$ cat src/rtl/stream_pkg.sv
// stream_pkg: shared defaults and helpers for the stream link blocks.
//   STREAM_DATA_W - default beat width
//   STREAM_CNT_W  - default width of the debug counters
//   fifo_ptr_w()  - pointer width for a power-of-two FIFO depth
package stream_pkg;

    localparam int STREAM_DATA_W = 32;
    localparam int STREAM_CNT_W  = 16;

    // log2 of the depth, never less than one bit so a pointer always exists.
    function automatic int fifo_ptr_w(input int depth);
        return (depth > 1) ? $clog2(depth) : 1;
    endfunction

endpackage

$ cat src/rtl/sync_fifo.sv
// sync_fifo: single-clock first-word-fall-through FIFO.
// Ports:
//   clk, rst      - clock and synchronous active-high reset
//   push, wr_data - write request and data (ignored when full)
//   pop           - read request (ignored when empty)
//   rd_data       - head entry, valid whenever empty=0
//   full, empty   - occupancy flags derived from the registered count
module sync_fifo
    import stream_pkg::*;
#(
    parameter int DATA_W = STREAM_DATA_W,
    parameter int DEPTH  = 4
) (
    input  logic              clk,
    input  logic              rst,
    input  logic              push,
    input  logic [DATA_W-1:0] wr_data,
    input  logic              pop,
    output logic [DATA_W-1:0] rd_data,
    output logic              full,
    output logic              empty
);

    localparam int PTR_W = fifo_ptr_w(DEPTH);

    logic [DATA_W-1:0] mem_q [DEPTH];
    logic [PTR_W-1:0]  wr_ptr_q, wr_ptr_d;
    logic [PTR_W-1:0]  rd_ptr_q, rd_ptr_d;
    logic [PTR_W:0]    count_q,  count_d;

    logic do_push;
    logic do_pop;

    assign full    = (count_q == (PTR_W+1)'(DEPTH));
    assign empty   = (count_q == '0);
    assign do_push = push && !full;
    assign do_pop  = pop && !empty;

    // Head of the queue is presented combinationally (fall-through).
    assign rd_data = mem_q[rd_ptr_q];

    // Depth is a power of two, so pointers simply wrap on overflow.
    always_comb begin
        wr_ptr_d = wr_ptr_q;
        rd_ptr_d = rd_ptr_q;
        count_d  = count_q;
        if (do_push) begin
            wr_ptr_d = wr_ptr_q + PTR_W'(1);
        end
        if (do_pop) begin
            rd_ptr_d = rd_ptr_q + PTR_W'(1);
        end
        case ({do_push, do_pop})
            2'b10:   count_d = count_q + (PTR_W+1)'(1);
            2'b01:   count_d = count_q - (PTR_W+1)'(1);
            default: count_d = count_q;
        endcase
    end

    always_ff @(posedge clk) begin
        if (rst) begin
            wr_ptr_q <= '0;
            rd_ptr_q <= '0;
            count_q  <= '0;
        end else begin
            wr_ptr_q <= wr_ptr_d;
            rd_ptr_q <= rd_ptr_d;
            count_q  <= count_d;
        end
    end

    // Storage carries no reset; occupancy alone decides what is valid.
    always_ff @(posedge clk) begin
        if (do_push) begin
            mem_q[wr_ptr_q] <= wr_data;
        end
    end

endmodule

$ cat src/rtl/stream_slave_fifo.sv
// stream_slave_fifo: receiving end of the valid/ready stream link.
// Buffers upstream beats in a small FIFO, re-presents them downstream, and
// checks that accepted beats form a +1 incrementing sequence.
// Ports:
//   clk, rst             - clock and synchronous active-high reset
//   s_data/s_valid/s_ready - upstream stream (s_ready is backpressure)
//   m_data/m_valid/m_ready - downstream stream, head of the FIFO
//   beat_cnt             - accepted upstream beats, wraps
//   seq_err_cnt          - detected sequence breaks, saturates
//   seq_err              - one-cycle pulse after accepting an out-of-order beat
module stream_slave_fifo
    import stream_pkg::*;
#(
    parameter int DATA_W = STREAM_DATA_W,
    parameter int DEPTH  = 4,
    parameter int CNT_W  = STREAM_CNT_W
) (
    input  logic              clk,
    input  logic              rst,
    input  logic [DATA_W-1:0] s_data,
    input  logic              s_valid,
    output logic              s_ready,
    output logic [DATA_W-1:0] m_data,
    output logic              m_valid,
    input  logic              m_ready,
    output logic [CNT_W-1:0]  beat_cnt,
    output logic [CNT_W-1:0]  seq_err_cnt,
    output logic              seq_err
);

    logic fifo_full;
    logic fifo_empty;
    logic push;
    logic pop;

    logic              seen_q,     seen_d;
    logic [DATA_W-1:0] expected_q, expected_d;
    logic [CNT_W-1:0]  beat_cnt_q, beat_cnt_d;
    logic [CNT_W-1:0]  err_cnt_q,  err_cnt_d;
    logic              seq_err_q,  seq_err_d;

    // Ready depends only on registered occupancy: no pass-through when full,
    // and nothing is accepted while reset is held.
    assign s_ready = !rst && !fifo_full;
    assign m_valid = !fifo_empty;
    assign push    = s_valid && s_ready;
    assign pop     = m_valid && m_ready;

    sync_fifo #(
        .DATA_W (DATA_W),
        .DEPTH  (DEPTH)
    ) u_fifo (
        .clk     (clk),
        .rst     (rst),
        .push    (push),
        .wr_data (s_data),
        .pop     (pop),
        .rd_data (m_data),
        .full    (fifo_full),
        .empty   (fifo_empty)
    );

    // Sequence checker. On a match expected+1 equals s_data+1, so the
    // next expected value is always the accepted data plus one; a mismatch
    // therefore resynchronises onto the new sequence automatically.
    always_comb begin
        seen_d     = seen_q;
        expected_d = expected_q;
        beat_cnt_d = beat_cnt_q;
        err_cnt_d  = err_cnt_q;
        seq_err_d  = 1'b0;
        if (push) begin
            beat_cnt_d = beat_cnt_q + CNT_W'(1);
            expected_d = s_data + DATA_W'(1);
            seen_d     = 1'b1;
            if (seen_q && (s_data != expected_q)) begin
                seq_err_d = 1'b1;
                if (err_cnt_q != '1) begin
                    err_cnt_d = err_cnt_q + CNT_W'(1);
                end
            end
        end
    end

    always_ff @(posedge clk) begin
        if (rst) begin
            seen_q     <= 1'b0;
            expected_q <= '0;
            beat_cnt_q <= '0;
            err_cnt_q  <= '0;
            seq_err_q  <= 1'b0;
        end else begin
            seen_q     <= seen_d;
            expected_q <= expected_d;
            beat_cnt_q <= beat_cnt_d;
            err_cnt_q  <= err_cnt_d;
            seq_err_q  <= seq_err_d;
        end
    end

    assign beat_cnt    = beat_cnt_q;
    assign seq_err_cnt = err_cnt_q;
    assign seq_err     = seq_err_q;

endmodule

$ cat config.mk
export PLATFORM = sky130hd
export DESIGN_NAME = stream_slave_fifo
export DESIGN_NICKNAME = d
export VERILOG_FILES = /design/src/rtl/stream_pkg.sv /design/src/rtl/sync_fifo.sv /design/src/rtl/stream_slave_fifo.sv
export SDC_FILE = /design/constraint.sdc
export NUM_CORES = 1
export LEC_CHECK = 0
export ABC_AREA = 1
export CAP_MARGIN = 20
export CORE_MARGIN = 4
export CORE_UTILIZATION = 40
export CTS_CLUSTER_DIAMETER = 80
export CTS_CLUSTER_SIZE = 25
export DETAILED_ROUTE_END_ITERATION = 16
export GPL_ROUTABILITY_DRIVEN = 1
export SKIP_LAST_GASP = 1
export SLEW_MARGIN = 20
export SYNTH_ARGS = -nofsm -noshare
export SYNTH_HDL_FRONTEND = slang
export SYNTH_SLANG_ARGS = --single-unit
$ cat constraint.sdc
create_clock -name clk -period 6.61 [get_ports clk]
set_input_delay 0.661 -clock clk [delete_from_list [all_inputs] [get_ports clk]]
set_output_delay 0.661 -clock clk [all_outputs]
set_load 0.02 [all_outputs]
Yosys cells after proc, flatten, opt, wreduce, memory -nomap -nowiden

Memories as Yosys holds them, arrays and structs flattened. A register that Yosys moved wholly into a read port is not among the register bits.
Index checks and enable logic that the tools add are counted.

$add $sub $neg: 7
Equal/unequal tests: 5
Multiplexer cells: 6
Bitwise gates (word level): 1
Reduce and logical (&&, ||, !) cells: 13

Operators with widths:

| cell                                              | count |
|---|---|
| adder 16 x 1 -> 16 bit (second input constant)    | 2 |
| adder 32 x 1 -> 32 bit (second input constant)    | 1 |
| inequality test 32 bit                            | 1 |
| inequality test 16 bit (second input constant)    | 1 |
| logical AND 1 bit                                 | 6 |
| case mux 3 bit (2 select lines)                   | 1 |
| adder 2 x 1 -> 2 bit (second input constant)      | 2 |
| two-way mux 2 bit                                 | 2 |
| adder 3 x 1 -> 3 bit (second input constant)      | 1 |
| == test 3 bit (second input constant)             | 1 |
| zero test 1 bit                                   | 3 |
| zero test 3 bit                                   | 1 |
| two-way mux 1 bit                                 | 3 |
| AND reduction 3 bit                               | 1 |
| subtractor 3 x 1 -> 3 bit (second input constant) | 1 |
| == test 2 x 1 -> 1 bit (second input constant)    | 1 |
| == test 2 bit (second input constant)             | 1 |
| nonzero test 2 bit                                | 1 |
| OR reduction 2 bit                                | 1 |
| NOT 1 bit                                         | 1 |

Flip-flop bits (word level): 73
Bits in writable memories: 128
Input bits: 36
Output and inout port bits: 67
Logic and storage cells: 41
Memories kept: 1

Memory list:

| memory       | words | bits a word | rd ports | clocked after Yosys merged registers in | write ports | RTL line        | source |
|---|---|---|---|---|---|---|---|
| u_fifo.mem_q | 4     | 32          | 1        | 1                                       | 1           | sync_fifo.sv:26 | `logic [DATA_W-1:0] mem_q [DEPTH];` |

Logic depth before layout (Yosys ltp)

Word-level depth: 7
Gate-level depth with buffers: 13

By module

Synthesis repeated with hierarchy kept, for this count alone.

Cells, all modules: 1031
Area total of the unflattened synthesis: 9459.1 sq um

Modules (own cells, without submodules):

| module            | times used | cells an instance | area an instance (sq um) | seq. area each (sq um) |
|---|---|---|---|---|
| sync_fifo         | 1          | 379               | 5276.3                   | 4023.9 |
| stream_slave_fifo | 1          | 652               | 4182.8                   | 1321.3 |

Worst setup path after synthesis

Ideal clock, no wire load.

Path kind: input to register
Start point: in rst
End point: mem u_fifo.mem_q[0][0] (netlist name) (enable)
Library setup time: 0.421 ns
Data arrival time: 2.545 ns
Required time: 6.189 ns
Setup slack: 3.644 ns
Stages on the path: 5
Path buffers: 2
Path through: inv_2 -> nand3_2 -> buf_2 -> buf_2 -> nor2_1

Cells in the longest elaborated chain, start to end: 6

RTL lines:

| item                                    | RTL line                | source |
|---|---|---|
| start, declared                         | stream_slave_fifo.sv:19 | `input logic rst,` |
| zero test 1 bit                         | stream_slave_fifo.sv:44 | `assign s_ready = !rst && !fifo_full;` |
| logical AND 1 bit                       | stream_slave_fifo.sv:44 |  |
| logical AND 1 bit                       | stream_slave_fifo.sv:46 | `assign push = s_valid && s_ready;` |
| logical AND 1 bit                       | sync_fifo.sv:36         | `assign do_push = push && !full;` |
| two-way mux 1 bit                       | sync_fifo.sv:74         | `if (do_push) begin` |
| two-way mux 1 bit (implied by the code) | sync_fifo.sv:75         | `mem_q[wr_ptr_q] <= wr_data;` |
| end, declared                           | sync_fifo.sv:26         |  |

Every way passes these cells.

==> metrics.txt <==
Fillers=2,130; outcome=complete, no violations; hold_buf cts=0; I/O pins=between 100 and 150; clock skew=0.0211 ns; Max IR drop VDD=0.142 mV; period utilization=a little over half; first-pass GRT wire length=roughly 35,000 um; Avg Cell Area, Syn=slightly above 9 um^2; Post-synth EDFFs=128; DRC=0; Initial Util=between 40% and 50%; multiplexer share of the synthesized area=0.107%; startpoint types=register; Die Y=~160 um; top cells by count, synth=nand2_1 (174), nor2_1 (148), edfxtp_1 (128); total chip power=3.13 mW; Seq pwr share=46.9%; Comb pwr share=26.4%; IO buf count=a little over 100; Top FF cell, synth=edfxtp_1; Min Clock Period, post-route=around 3.5 ns; Total Wirelength=approximately 21,000 um; Clk pwr share=26.7%; CP Class=reg2out; max_cap viols=0; Reg2Reg Depth=11; Rows=55; drt pass-1 iters=4; grt ovf=0; Resized cells post-CTS=0; post-place instance area=10,600 um^2; synthesized cell area=around 9300 um^2; post-CTS setup buffers=0; Synth Register Bits=203; Post-layout nets=between 1,000 and 1,500; Min-Delay Path Class=reg2reg; syn_nets=1,064; WL per Instance=between 10 and 15 um; Setup TNS=0 ns; synthesized instance count=between 1,000 and 1,500; ANT nets after route=0; Longest Clk Path Bufs=3; vias=roughly 7,000; Power Dens Cells=283 nW/um^2; vias per inst=roughly 5; CTS tree=yes; hold path cells=1; yosys warns=0; largest cells by area after synthesis=edfxtp_1 (41%), dfxtp_1 (16%), nand2_1 (7.0%); Hold Vio Cnt, Final=0; kind of end point of the critical path=output port; Worst Path Required=about 6 ns; worst-path fanout max=33; Slew Limit Headroom=about a quarter; count of cell types in the netlist=41; Final Slew Violations=0; largest net degree at the start of global routing=66; sequential area share after synthesis=between 50% and 60%; initial antenna violation count=0; switch share=slightly above 30%; Int Pwr=between 2 and 2.5 mW; FMAX=roughly 290 MHz; RSZ-0062 raised after global routing=false; switching power=approximately 0.98 mW; Layout Area Growth over Synthesis=18.8%; Sink Count=203; fraction of registers with async set/reset=0%; DRT iter0 DRCs=443; biggest area consumer among synthesized cells=edfxtp_1; Core ar.=between 20,000 and 25,000 um^2; root buf cell=clkbuf_16; antenna diode count=0; XOR/XNOR share of the synthesized area=roughly 4.3%; die width=around 160 um; total track usage=16.3%; final setup violation count=0; final instance area=between 10,000 and 15,000 um^2; htree depth=1; TritonCTS Buffers=13; Die Area=between 20,000 and 30,000 um^2; Placer Congestion=around 0.85; post-synthesis adder-cell area fraction=approximately 1.3%; Synth top area share=roughly two fifths; clk slew on worst S/H paths=approximately 0.1 ns; clock latency at the later pin of the worst-skew pair=around 0.47 ns; CP arrival=about 2.8 ns; largest family of logic cells by synthesized area=simple AND/OR/NAND/NOR gates; vias in the first global route=6,737; worst hold slack=approximately 0.46 ns; DP Wirelength=approximately 14,000 um; count leader, synth=nand2_1; Static Leak=around 4.1 nW; area share of and/or/nand/nor cells after synthesis=21.3%; layout cells sized above 1=around 5.1%; Compound-Gate Fraction of Synth Area=a little under a tenth; worst slew pin tran=~1.1 ns
==> final timing paths <==
path	to	from	slack, ns
max	m_data[5]	register	3.13
min	u_fifo.count_q[0]	u_fifo.count_q[0]	0.46
max reg2reg	u_fifo.count_q[2]	u_fifo.count_q[0]	3.67
min reg2reg	u_fifo.count_q[0]	u_fifo.count_q[0]	0.46
==> cell usage in the layout, fill, tap and decap left out, drive strengths merged, types with 21 or more instances in the layout <==
master and count:
a21oi 21, inv 108, dfxtp 75, o22ai 32
edfxtp 128, nand2 176, xnor2 32, nand4 26
nand3 62, o21ai 100, clkdlybuf4s50 102, nor2 158
==> critical path, cell delays in order, from the launching register on <==
cell,delay [ns]
dfxtp_1,0.31
buf_4,0.25
inv_1,0.69
o21ai_0,0.20
o22ai_1,0.23
clkdlybuf4s50_1,0.65
==> cell families (layout without fill, tap and decap cells) <==
| group | count (synthesis) | after routing |
|---|---|---|
| compound gates | 161 | 161 |
| mux | 1 | 1 |
| xor+xnor | 46 | 46 |
| buf+inv | 148 | 236 |
| simple gates | 451 | 451 |
| flops | 203 | 203 |
| fa+ha+maj | 9 | 9 |
==> stage by stage <==
stage / std cells / worst slack (ns) / utilization [%]
6_report: 1420 / 3.13 / 48.6
5_1_grt: 1420 / 2.84 / 48.6
4_1_cts: 1418 / 3.08 / 48.4
3_5_place_dp: 1397 / 2.81 / 46.6
3_3_place_gp: 1397 / 2.83 / 46.6
2_1_floorplan: 1019 / 3.64 / -
==> power by group through the flow <==
stage          combinational [mW]  sequential (mW)  clock, mW
3_3_place_gp                0.830             1.49          0
5_1_grt                     0.917             1.48      0.919
2_1_floorplan               0.490             1.50          0
4_1_cts                     0.838             1.47      0.864
6_report                    0.826             1.47      0.837
3_5_place_dp                0.836             1.50          0
==> routing by layer <==
layer | GRT usage (%) | vias up | wire [um]
li1 | - | 3588 | -
met1 | 23.2 | 3246 | 10100
met2 | 26.9 | 171 | 9920
met3 | 2.18 | 17 | 1030
met4 | 3.13 | 0 | 268
met5 | 0 | - | 0
==> flip-flops by register name, summed over array words and instances (netlist names), named ones only <==
name             count
beat_cnt            16
seq_err_cnt         16
seen_q               1
expected_q          32
u_fifo.rd_ptr_q      2
u_fifo.count_q       3
seq_err              1
u_fifo.wr_ptr_q      2
u_fifo.mem_q       128
==> cell type report <==
class | count | area (um^2) | area share, %
sequential | 203 | 5350 | 48.3
tap | 313 | 392 | 3.54
clock buffer | 16 | 358 | 3.23
multi-input combinational | 668 | 3410 | 30.8
inverter | 105 | 394 | 3.56
clock inverter | 5 | 53.8 | 0.486
timing repair buffer | 110 | 1110 | 10.1
Power figures use the tool's default switching activity.
